[src/rtl/seq_div_restoring_if.sv]
// Start/busy/done handshake and operand/result bus between a controller and
// the restoring divider.
interface seq_div_restoring_if #(
    parameter int WIDTH = 4
);
    logic             start;
    logic [WIDTH-1:0] dividend;
    logic [WIDTH-1:0] divisor;
    logic             busy;
    logic             done;
    logic [WIDTH-1:0] quotient;
    logic [WIDTH-1:0] remainder;
    logic             div_by_zero;

    modport master (
        output start, dividend, divisor,
        input  busy, done, quotient, remainder, div_by_zero
    );

    modport slave (
        input  start, dividend, divisor,
        output busy, done, quotient, remainder, div_by_zero
    );
endinterface

[src/rtl/seq_div_restoring.sv]
// Multi-cycle unsigned restoring divider: one shift-and-trial-subtract per
// clock, results registered and held until the next completion.
module seq_div_restoring #(
    parameter int WIDTH = 4
) (
    input  logic                 clk,
    input  logic                 rst_n,
    seq_div_restoring_if.slave   bus
);
    localparam int CW = $clog2(WIDTH + 1);
    localparam logic [CW-1:0] LAST = CW'(WIDTH);

    typedef enum logic [1:0] {IDLE, RUN, DONE} state_t;

    state_t           state_q, state_d;
    logic [WIDTH-1:0] r_q, q_q, d_q;
    logic [WIDTH-1:0] quot_q, rem_q;
    logic             dz_q;
    logic [CW-1:0]    cnt_q;
    logic             load, zero_div, step, finish;

    // The shifted-out remainder MSB takes part in the compare, so a partial
    // remainder of WIDTH+1 bits never loses a quotient bit.
    function automatic logic [2*WIDTH-1:0] div_step(
        input logic [WIDTH-1:0] r,
        input logic [WIDTH-1:0] q,
        input logic [WIDTH-1:0] d
    );
        logic [WIDTH:0] rs;
        rs = {r, q[WIDTH-1]};
        if (rs >= {1'b0, d})
            div_step = {rs[WIDTH-1:0] - d, q[WIDTH-2:0], 1'b1};
        else
            div_step = {rs[WIDTH-1:0], q[WIDTH-2:0], 1'b0};
    endfunction

    always_ff @(posedge clk or negedge rst_n) begin
        if (!rst_n) state_q <= IDLE;
        else        state_q <= state_d;
    end

    always_comb begin
        state_d  = state_q;
        load     = 1'b0;
        zero_div = 1'b0;
        step     = 1'b0;
        finish   = 1'b0;
        case (state_q)
            IDLE, DONE: begin
                if (bus.start) begin
                    load = 1'b1;
                    if (bus.divisor == '0) begin
                        zero_div = 1'b1;
                        state_d  = DONE;
                    end else begin
                        state_d = RUN;
                    end
                end else begin
                    state_d = IDLE;
                end
            end
            RUN: begin
                // One settling cycle after the last iteration publishes results.
                if (cnt_q == LAST) begin
                    finish  = 1'b1;
                    state_d = DONE;
                end else begin
                    step = 1'b1;
                end
            end
            default: state_d = IDLE;
        endcase
    end

    always_ff @(posedge clk or negedge rst_n) begin
        if (!rst_n) begin
            r_q    <= '0;
            q_q    <= '0;
            d_q    <= '0;
            cnt_q  <= '0;
            quot_q <= '0;
            rem_q  <= '0;
            dz_q   <= 1'b0;
        end else if (load) begin
            r_q   <= '0;
            q_q   <= bus.dividend;
            d_q   <= bus.divisor;
            cnt_q <= '0;
            if (zero_div) begin
                quot_q <= '1;
                rem_q  <= bus.dividend;
                dz_q   <= 1'b1;
            end
        end else if (step) begin
            {r_q, q_q} <= div_step(r_q, q_q, d_q);
            cnt_q      <= cnt_q + CW'(1);
        end else if (finish) begin
            quot_q <= q_q;
            rem_q  <= r_q;
            dz_q   <= 1'b0;
        end
    end

    assign bus.busy        = (state_q == RUN) && (cnt_q != LAST);
    assign bus.done        = (state_q == DONE);
    assign bus.quotient    = quot_q;
    assign bus.remainder   = rem_q;
    assign bus.div_by_zero = dz_q;
endmodule

[src/flat_wrapper.sv]
// flat-port wrapper written by rule: the top's interface ports become plain ports
module seq_div_restoring_flat 
#(
    parameter int WIDTH = 4
)
  (clk, rst_n, bus_start, bus_dividend, bus_divisor, bus_busy, bus_done, bus_quotient, bus_remainder, bus_div_by_zero);
  seq_div_restoring_if #(.WIDTH(WIDTH)) bus_i ();
  input  logic clk;
  input  logic rst_n;
  input wire logic [$bits(bus_i.start)-1:0] bus_start;
  input wire logic [$bits(bus_i.dividend)-1:0] bus_dividend;
  input wire logic [$bits(bus_i.divisor)-1:0] bus_divisor;
  output wire logic [$bits(bus_i.busy)-1:0] bus_busy;
  output wire logic [$bits(bus_i.done)-1:0] bus_done;
  output wire logic [$bits(bus_i.quotient)-1:0] bus_quotient;
  output wire logic [$bits(bus_i.remainder)-1:0] bus_remainder;
  output wire logic [$bits(bus_i.div_by_zero)-1:0] bus_div_by_zero;
  assign bus_i.start = bus_start;
  assign bus_i.dividend = bus_dividend;
  assign bus_i.divisor = bus_divisor;
  assign bus_busy = bus_i.busy;
  assign bus_done = bus_i.done;
  assign bus_quotient = bus_i.quotient;
  assign bus_remainder = bus_i.remainder;
  assign bus_div_by_zero = bus_i.div_by_zero;
  seq_div_restoring #(.WIDTH(WIDTH)) u_core (.clk(clk), .rst_n(rst_n), .bus(bus_i));
endmodule
[config.mk]
export PLATFORM = sky130hd
export DESIGN_NAME = seq_div_restoring_flat
export DESIGN_NICKNAME = d
export VERILOG_FILES = /design/src/rtl/seq_div_restoring_if.sv /design/src/rtl/seq_div_restoring.sv /design/src/flat_wrapper.sv
export SDC_FILE = /design/constraint.sdc
export NUM_CORES = 1
export LEC_CHECK = 0
export ABC_AREA = 1
export BUFFER_PORTS_ARGS = -buffer_cell sky130_fd_sc_hd__clkbuf_2
export CORE_AREA = 2 2 53 55
export DETAILED_ROUTE_END_ITERATION = 8
export DIE_AREA = 0 0 55 57
export GPL_TIMING_DRIVEN = 0
export HOLD_SLACK_MARGIN = 0.05
export PLACE_DENSITY = 0.84
export REMOVE_ABC_BUFFERS = 1
export SLEW_MARGIN = 0
export SYNTH_ARGS = -nofsm -noshare
export SYNTH_HDL_FRONTEND = slang
export SYNTH_SLANG_ARGS = --single-unit
export TNS_END_PERCENT = 20
[constraint.sdc]
create_clock -name clk -period 3.5 [get_ports clk]
set_input_delay 0.175 -clock clk [delete_from_list [all_inputs] [get_ports clk]]
set_output_delay 0.175 -clock clk [all_outputs]
set_load 0.05 [all_outputs]
Word level (Yosys, flattened, before mapping) --
Cells that the tools add are included.
Cells by class: add/subtract/negate cells 2, order comparisons 1, equal/unequal tests 7, mux-type cells 32, reduce and logical (&&, ||, !) cells 7
Operators by type and width (count):
- $mux W4 | 12
- $mux W1 | 13
- $mux W8 | 1
- $mux W2 | 3
- $mux W3 | 2
- $ge A5 B4 Y1 | 1
- $logic_not A4 Y1 | 1
- $ne A2 B1 Y1 const B | 2
- $pmux W2 S2 | 1
- $reduce_bool A2 Y1 | 2
- $sub A4 B4 Y4 | 1
- $add A3 B1 Y3 const B | 1
- $eq A3 B3 Y1 const B | 1
- $ne A3 B3 Y1 const B | 1
- $reduce_and A3 Y1 | 1
- $eq A2 B1 Y1 const B | 1
- $eq A2 B2 Y1 const B | 1
- $logic_not A2 Y1 | 1
- $ne A2 B2 Y1 const B | 1
- $reduce_or A2 Y1 | 1
- $logic_and A1 B1 Y1 | 1
Storage, ports and cells: flip-flop bits (word level) 26, bits of input ports 11, word-level logic and storage cells 57

Depth between registers and ports, before layout --
Gate-level depths: netlist of run 1.
depth in word-level cells 6, gate-level depth with buffers 12

Least setup slack after synthesis of run 1 --
No wires, ideal clock.
kind flip-flop to flip-flop, from register u_core.d_q[0], to register u_core.r_q[2], library setup time 0.116 ns, data arrival time 1.357 ns, data required time 3.384 ns, setup slack 2.027 ns, cell stages (with the launch flop) 7, buffers on the path 0, cells stage by stage dfrtp_1 ha_1 fa_1 xor2_1 a21oi_2 nor2_1 nor2_1
Between the ends: word-level cells in the longest chain between the ends 4, elaborated cells on any way between the ends 5, those cells by class 1 x add/sub; 1 x order compare; 3 x mux
Ends and longest elaborated chain:
- start: declaration | line seq_div_restoring.sv:16 | logic [WIDTH-1:0] r_q, q_q, d_q;
- start signal: assignment | line seq_div_restoring.sv:87 | d_q <= bus.divisor;
- $sub A4 B4 Y4 or $ge A5 B4 Y1 (tied branches) | line seq_div_restoring.sv:32, seq_div_restoring.sv:31
- $mux W8 (*) | line seq_div_restoring.sv:31 | if (rs >= {1'b0, d})
- $mux W4 (*) | line seq_div_restoring.sv:94 | end else if (step) begin
- $mux W4 (*) | line seq_div_restoring.sv:84 | end else if (load) begin
- end signal: assignment | line seq_div_restoring.sv:95 | {r_q, q_q} <= div_step(r_q, q_q, d_q);
- end: declaration | line seq_div_restoring.sv:16
Mark *: on every way between the ends. The rest lies on a longest branch, timed or not. The select of a mux whose other input is x is not followed. A chain may end at the register's enable or synchronous reset.

Final worst setup path of run 1 --
from register u_core.cnt_q[0], to output bus_busy
Between the ends: word-level cells in the longest chain between the ends 2
Ends and longest elaborated chain:
- start: declaration | line seq_div_restoring.sv:19 | logic [CW-1:0] cnt_q;
- start signal: assignment | line seq_div_restoring.sv:96 | cnt_q <= cnt_q + CW'(1);
- $ne A3 B3 Y1 | line seq_div_restoring.sv:104 | assign bus.busy = (state_q == RUN) && (cnt_q != LAST);
- $logic_and A1 B1 Y1 | line seq_div_restoring.sv:104
- end: declaration | line flat_wrapper.sv:13 | output wire logic [$bits(bus_i.busy)-1:0] bus_busy;
No other way between the ends.

==> out/results.ini, run 1 <==
[cts]
cts-resized-gates=0
cts.clk_slew.worst_paths_ps=150
cts_tree=built
insertion_delay_ps=320
cts_root_buffer=clkbuf_4
post-cts-setup-buffers=0
cts.path.max_buffers=2
htree_num_levels=1
cts-buffers-inserted=3
cts_hold_buffers=1
clock-sinks=26

[global_route]
overflow=0
grt_max_degree=27
antenna_found_initial=0
track_usage_pct=21.9
grt_pass1_wl_mm=4.99
grt_pass1_vias=1167

[routing]
postRouteAntennaNets=0
drt-pass1-iter-count=4
drt-wirelength-per-cell_microns=12.6
vias_per_cell=5.12
wl_mm=2.78
num_vias=1127
drc=0
first_iter_violations=14

[finish]
drive_gt1_share_pct=24.9
final_common_cell=nand2_1
layout_common_cells=nand2_1 (34), inv_1 (27), dfrtp_1 (26)
n_antenna_cell=0
syn_to_final_growth_pct=13.2
fin_nets=208
instances_no_fill=220

[timing]
rsz0062_at_grt=no
fin_ws_ps=1540
period_minus_slack_ps=1960
hold_viol=0
fin_crit_sh_pct=55.9
maxSlewViolCount=0
fin_setup_tns_ps=0
worstMarginPinSlew_ps=637
slew_headroom_pct=57.6
hold_ws_ps=67.3
max_freq_mhz=511
skew_ps=18.7
setup_viol=0

[setup_path]
cp-end-kind=output port
r2r_slack_ps=1880
worstPathMaxFanout=10
startpoint_type=register
critPathKind=reg2out
cp.required_ps=3320
crit_arrival_ps=1780

[placement]
io_buffer_count=21
dp.cells=215
hpwl_mm=2.12
gp_congestion=0.881
dpl_worst_slack_ps=1910

[synth]
synth_cells=165
synth.avg_cell_area_sq_um=8.61
ys_warn_count=0
post_synth_num_cell_types=28
ys_seq_area_share_pct=45.8
synth_area_sq_um=1420
yosys_register_bits=26

[floorplanning]
rows=19
initial_core_util_pct=54.4
io_pins=22
core_sq_um=2620
die_area_sq_um=3140
die_y_microns=57
die_w_microns=55

[worst_hold_path]
min_path_type=in2reg

[outcome]
status=finished, final reports clean

[flow_run]
drv_cap=0

-- cells in the mapped netlist, drive strengths merged --
cell type | n | share of area (%)
nand2 | 40 | 13
inv | 30 | 8.3
dfrtp | 26 | 46
nor2 | 19 | 6.8
o21ai | 18 | 6.6
nand3 | 12 | 5.1
ha | 6 | 5.3
a21oi | 4 | 2.5
buf | 2 | 1.3
o211ai | 2 | 1.1
a31oi | 1 | 0.44
fa | 1 | 1.4
nand4 | 1 | 0.44
nor3 | 1 | 1.1
o221ai | 1 | 0.62
xor2 | 1 | 0.62
-- stage by stage --
stage	utilization, %	cell area [sq um]
6_report	61.5	1610
3_5_place_dp	59.1	1550
2_1_floorplan	-	1400
4_1_cts	61.5	1610
5_1_grt	61.5	1610
3_3_place_gp	59.1	1550
-- flip-flops by register name, summed over array words and instances (netlist names) --
signal / flops
u_core.r_q: 4
u_core.q_q: 4
u_core.state_q: 2
u_core.bus.remainder: 4
u_core.bus.quotient: 4
u_core.bus.div_by_zero: 1
u_core.cnt_q: 3
u_core.d_q: 4
-- path summary, 6_finish.rpt --
path	from	to	depth (start not counted)
setup / recovery	u_core.cnt_q[0]	bus_busy	6
setup reg to reg	u_core.q_q[3]	u_core.r_q[2]	7
max in group asynchronous	rst_n	u_core.r_q[1]	2
hold / removal	bus_divisor[3]	u_core.d_q[3]	3
min in group asynchronous	rst_n	u_core.bus.quotient[0]	2
hold reg to reg	u_core.cnt_q[2]	u_core.cnt_q[2]	1
-- worst max-delay path, stage by stage (launching register included) --
cell and delay (ps):
dfrtp_1 380, inv_1 70, ha_1 190, nand2_1 170, nand3_4 170, inv_2 180
clkbuf_2 300
-- routing by layer --
layer / part of all wire, % / vias up / global-route usage [%]
met2: 53 / 27 / 38.6
li1: - / 567 / -
met1: 41 / 529 / 26.4
met4: 0.97 / 0 / 6.97
met3: 4.6 / 4 / 3.93
met5: 0 / - / 0
-- kinds of logic after synthesis --
family | Yosys count | share of synthesized area, %
xor+xnor | 1 | 0.616
simple gates | 73 | 26.1
compound gates | 26 | 11.2
flops | 26 | 45.8
fa+ha+maj | 7 | 6.69
buf+inv | 32 | 9.60
-- layout make-up --
| cell class | count | area [sq um] |
|---|---|---|
| Inverter | 30 | 118 |
| Sequential cell | 26 | 651 |
| Fill cell | 220 | 1010 |
| Clock inverter | 1 | 30.0 |
| Timing Repair Buffer | 22 | 115 |
| Tap cell | 31 | 38.8 |
| Multi-Input combinational cell | 107 | 634 |
| Clock buffer | 3 | 22.5 |
Power of run 1 is left out: the tool's default activity adds up to more than one toggle a clock period on the data nets, which glitch-free logic cannot reach.
==> run 2: changes to the inputs <==
--- a/config.mk
+++ b/config.mk
@@ -7,12 +7,12 @@
 export LEC_CHECK = 0
 export ABC_AREA = 1
 export BUFFER_PORTS_ARGS = -buffer_cell sky130_fd_sc_hd__clkbuf_2
-export CORE_AREA = 2 2 53 55
+export CORE_AREA = 2 2 54 56
 export DETAILED_ROUTE_END_ITERATION = 8
-export DIE_AREA = 0 0 55 57
+export DIE_AREA = 0 0 56 58
 export GPL_TIMING_DRIVEN = 0
 export HOLD_SLACK_MARGIN = 0.05
-export PLACE_DENSITY = 0.84
+export PLACE_DENSITY = 0.81
 export REMOVE_ABC_BUFFERS = 1
 export SLEW_MARGIN = 0
 export SYNTH_ARGS = -nofsm -noshare
==> constraint.sdc (replaced) <==
create_clock -name clk -period 1.9 [get_ports clk]
set_input_delay 0.095 -clock clk [delete_from_list [all_inputs] [get_ports clk]]
set_output_delay 0.095 -clock clk [all_outputs]
set_load 0.05 [all_outputs]
==> run 2 against run 1 <==
  * Final cell count increased by 3.2%
  * Critical endpoint unchanged
  * Largest cell class unchanged
  * Register-to-register slack got worse by 1600 ps
  * Critical path type unchanged
  * Count of clock-buffer cells in the layout unchanged
==> out/results.ini, run 2 (synthesis gave the netlist of run 1 again) <==
[finish]
fin_nets=215
n_antenna_cell=0
final_util_pct=63.3
layout_common_cells=nand2_1 (34), inv_1 (27), dfrtp_1 (26)
instances_no_fill=227
final_common_cell=nand2_1
syn_to_final_growth_pct=18.5
finalInstanceArea_sq_um=1680
multiInputGateArea_sq_um=634
drive_gt1_share_pct=24.0
regArea_sq_um=651
n_fill_cell=235

[routing]
postRouteAntennaNets=0
first_iter_violations=18
wl_mm=2.76
drt-wirelength-per-cell_microns=12.1
drc=0
drt-pass1-iter-count=4
num_vias=1129
vias_per_cell=4.97

[timing]
period_minus_slack_ps=1800
setup_viol=0
fin_setup_tns_ps=0
max_freq_mhz=555
fin_ws_ps=99.4
worstMarginPinSlew_ps=659
maxSlewViolCount=0
hold_viol=0
fin_crit_sh_pct=94.8
hold_ws_ps=143
slew_headroom_pct=56.1
skew_ps=7.18

[placement]
placed_cell_area_sq_um=1550
gp_congestion=0.832
dpl_worst_slack_ps=330
io_buffer_count=21
hpwl_mm=2.06
dp.cells=215

[setup_path]
critPathKind=reg2out
critical_path.top_delay_family=buffers and inverters
crit_buf_inv=3
crit_arrival_ps=1710
startpoint_type=register
crit_path_max_incr_delay_ps=380
cp-end-kind=output port
worstPathMaxFanout=10
cp.required_ps=1800
crit_slowest_cell=dfrtp_1
cp_cell_sequence=inv_1 -> ha_1 -> nand2_1 -> nand3_4 -> inv_4 -> clkbuf_4

[global_route]
antenna_found_initial=0
overflow=0
track_usage_pct=19.5
grt_max_degree=27
grt_pass1_vias=1166
grt_pass1_wl_mm=5.00

[cts]
cts.clk_slew.worst_paths_ps=150
cts_root_buffer=clkbuf_4
htree_num_levels=1
post-cts-setup-buffers=0
insertion_delay_ps=330
cts_tree=built
clock-sinks=26
cts-buffers-inserted=3
cts.path.max_buffers=2

[floorplanning]
die_y_microns=58
die_w_microns=56
initial_core_util_pct=53.4
io_pins=22
die_area_sq_um=3250
core_sq_um=2660
rows=19

[power_and_ir_drop]
power_leakage_nw=0.892
finalPower_mw=3.45
p_per_area_nw_per_um2=2050
ir_drop_uv=1250

[flow_run]
drv_cap=0

[worst_hold_path]
min_path_type=in2reg

[outcome]
status=finished, final reports clean

run 2: changes by cell type in the layout (fill, tap and decap cells not counted), sizes merged:
cell	delta
dlygate4sd3	+7
run 2: area by class of cell:
type	count	area share, %
Clock inverter	1	1.78
Inverter	30	7.13
Timing Repair Buffer	29	11.1
Sequential cell	26	38.6
Clock buffer	3	1.34
Tap cell	31	2.30
Multi-Input combinational cell	107	37.7
run 2: repair_timing:
action	CTS	global route
endpoints found under the hold margin	33	0
gates resized for setup	0	3
hold buffers	8	0
setup endpoints to repair	0	1
run 2: tightest hold or removal path, stage by stage:
cell and delay, ps:
clkbuf_2 80, inv_1 50, nor2_1 60, o21ai_2 120, nand2_1 40
run 2: final timing paths:
kind | startpoint | end | slack, ps | cells past startpoint
setup / recovery | u_core.cnt_q[0] | bus_busy | 100 | 6
hold / removal | bus_dividend[1] | u_core.bus.remainder[1] | 140 | 5
setup reg to reg | u_core.q_q[3] | u_core.r_q[2] | 300 | 7
hold reg to reg | u_core.cnt_q[2] | u_core.cnt_q[2] | 480 | 1
max in group asynchronous | rst_n | u_core.r_q[1] | 1170 | 2
min in group asynchronous | rst_n | u_core.bus.quotient[0] | 300 | 2
run 2: per-layer routing:
metal / vias to the layer above / share of wire (%) / GRT usage [%]
li1: 583 / - / -
met1: 521 / 45 / 24.3
met2: 21 / 50 / 35.6
met3: 4 / 3.4 / 2.68
met4: 0 / 1.3 / 5.10
met5: - / 0 / 0
run 2: power breakdown:
part,leakage (nW),internal [mW],switching (mW)
sequential,0.313,0.823,0.175
clock,0.0279,0.213,0.174
combinational,0.551,0.675,1.39
total,0.892,1.71,1.74
No activity file was read; power rests on OpenSTA's default activity.
==> run 3: changes to the inputs <==
--- a/config.mk
+++ b/config.mk
@@ -7,12 +7,13 @@
 export LEC_CHECK = 0
 export ABC_AREA = 1
 export BUFFER_PORTS_ARGS = -buffer_cell sky130_fd_sc_hd__clkbuf_2
-export CORE_AREA = 2 2 54 56
+export CORE_AREA = 2 2 53 55
 export DETAILED_ROUTE_END_ITERATION = 8
-export DIE_AREA = 0 0 56 58
+export DIE_AREA = 0 0 55 57
 export GPL_TIMING_DRIVEN = 0
 export HOLD_SLACK_MARGIN = 0.05
-export PLACE_DENSITY = 0.81
+export PLACE_DENSITY = 0.84
+export RECOVER_POWER = 100
 export REMOVE_ABC_BUFFERS = 1
 export SLEW_MARGIN = 0
 export SYNTH_ARGS = -nofsm -noshare
==> constraint.sdc (replaced) <==
create_clock -name clk -period 2.14 [get_ports clk]
set_input_delay 0.107 -clock clk [delete_from_list [all_inputs] [get_ports clk]]
set_output_delay 0.107 -clock clk [all_outputs]
set_load 0.05 [all_outputs]
==> run 3 against run 2 <==
  * Flip-flop and latch count is the same
  * Final cell count shrank 1.3%
  * Power shrank 17%
==> out/results.ini, run 3 (synthesis gave the netlist of run 1 again) <==
[cts]
cts.clk_slew.worst_paths_ps=150
cts-buffers-inserted=3
cts_hold_buffers=5
htree_num_levels=1
insertion_delay_ps=320
clock-sinks=26
cts-resized-gates=0
cts.path.max_buffers=2
cts_root_buffer=clkbuf_4
cts_tree=built
post-cts-setup-buffers=0

[floorplanning]
io_pins=22
rows=19
initial_core_util_pct=54.4
die_y_microns=57
die_area_sq_um=3140
core_sq_um=2620
die_w_microns=55

[global_route]
track_usage_pct=22.3
antenna_found_initial=0
grt_pass1_wl_mm=5.06
grt_use_met2_pct=39.8
use_met3_pct=3.93
grt_max_degree=27
use_met1_pct=26.2
grt_pass1_vias=1200
overflow=0
busiest_layer=met2

[finish]
n_antenna_cell=0
syn_to_final_growth_pct=10.9
drive_gt1_share_pct=12.4
fin_nets=212
final_common_cell=nand2_1
finalInstanceArea_sq_um=1580
layout_common_cells=nand2_1 (38), inv_1 (29), dfrtp_1 (26)

[power_and_ir_drop]
finalPower_mw=2.88
ir_drop_uv=1180
p_per_area_nw_per_um2=1830
power_leakage_nw=0.830

[timing]
fin_crit_sh_pct=90.1
setup_viol=0
worstMarginPinSlew_ps=1380
period_minus_slack_ps=1930
max_freq_mhz=519
maxSlewViolCount=0
slew_headroom_pct=8.14
skew_ps=21.1
fin_setup_tns_ps=0
fin_ws_ps=211
rsz0062_at_grt=no
hold_viol=0

[flow_run]
drv_cap=0

[setup_path]
cp.required_ps=2030
startpoint_type=register
crit_slowest_cell=dfrtp_1
worstPathMaxFanout=10
crit_path_max_incr_delay_ps=380
rr_startpoint=u_core.d_q[2]
critical_path.top_delay_family=buffers and inverters
critPathKind=reg2out
crit_buf_inv=3
cp_cell_sequence=inv_1 -> ha_1 -> nand2_1 -> nand3_4 -> inv_1 -> clkbuf_2
cp-end-kind=output port
reg2reg_depth=10
r2r_slack_ps=340
cp_common_cell=inv_1
crit_arrival_ps=1820
r2r_end=u_core.r_q[3]

[routing]
postRouteAntennaNets=0
vias_per_cell=5.06
num_vias=1133
wl_mm=2.86
drt-wirelength-per-cell_microns=12.8
drc=0
first_iter_violations=29
drt-pass1-iter-count=6

[outcome]
status=finished, final reports clean

[worst_hold_path]
min_delay_path_depth=3
hold_start=bus_dividend[0]
min_path_type=in2reg
worstHoldEndpoint=u_core.q_q[0]

[placement]
gp_congestion=0.881
placed_cell_area_sq_um=1550
hpwl_mm=2.12
io_buffer_count=21
dpl_worst_slack_ps=553

## run 3: how the worst max path moves through the flow
stage,cells after the start,end,startpoint,slack [ps]
floorplan,6,u_core.r_q[2],u_core.d_q[0],670
CTS,6,bus_busy,u_core.cnt_q[0],240
global route,6,bus_busy,u_core.cnt_q[0],80
detailed placement,7,u_core.r_q[2],u_core.q_q[3],550
global placement,7,u_core.r_q[2],u_core.q_q[3],570
finish,6,bus_busy,u_core.cnt_q[0],210
## run 3: report_power, final
group	total, mW	leakage, nW	switching (mW)	internal [mW]
logic	1.65	0.489	1.15	0.504
clock network	0.335	0.0279	0.145	0.189
registers	0.889	0.313	0.158	0.732
## run 3: worst min-delay path, delay by kind of cell
family                 cells  cell delay (ps)
AO/OA/AOI/OAI              1              100
buffers and inverters      2              140
## run 3: per-stage QoR
stage,hold WS (ps),std cells,utilization [%]
2_1_floorplan,-189,163,-
3_3_place_gp,144,215,59.1
3_5_place_dp,159,215,59.1
4_1_cts,50.1,224,63.1
5_1_grt,67.3,224,60.3
6_report,53.5,224,60.3
## run 3: area by class of cell
type	instances	area (sq um)
tap	31	38.8
sequential	26	651
clock inverter	1	30.0
inverter	30	118
fill	233	1040
clock buffer	3	22.5
timing repair buffer	26	141
multi-input combinational	107	576
## run 3: per-layer routing
layer	routed length, microns	part of all wire [%]
met1	1230	43
met2	1500	53
met3	101	3.5
met4	27	0.94
met5	0	0
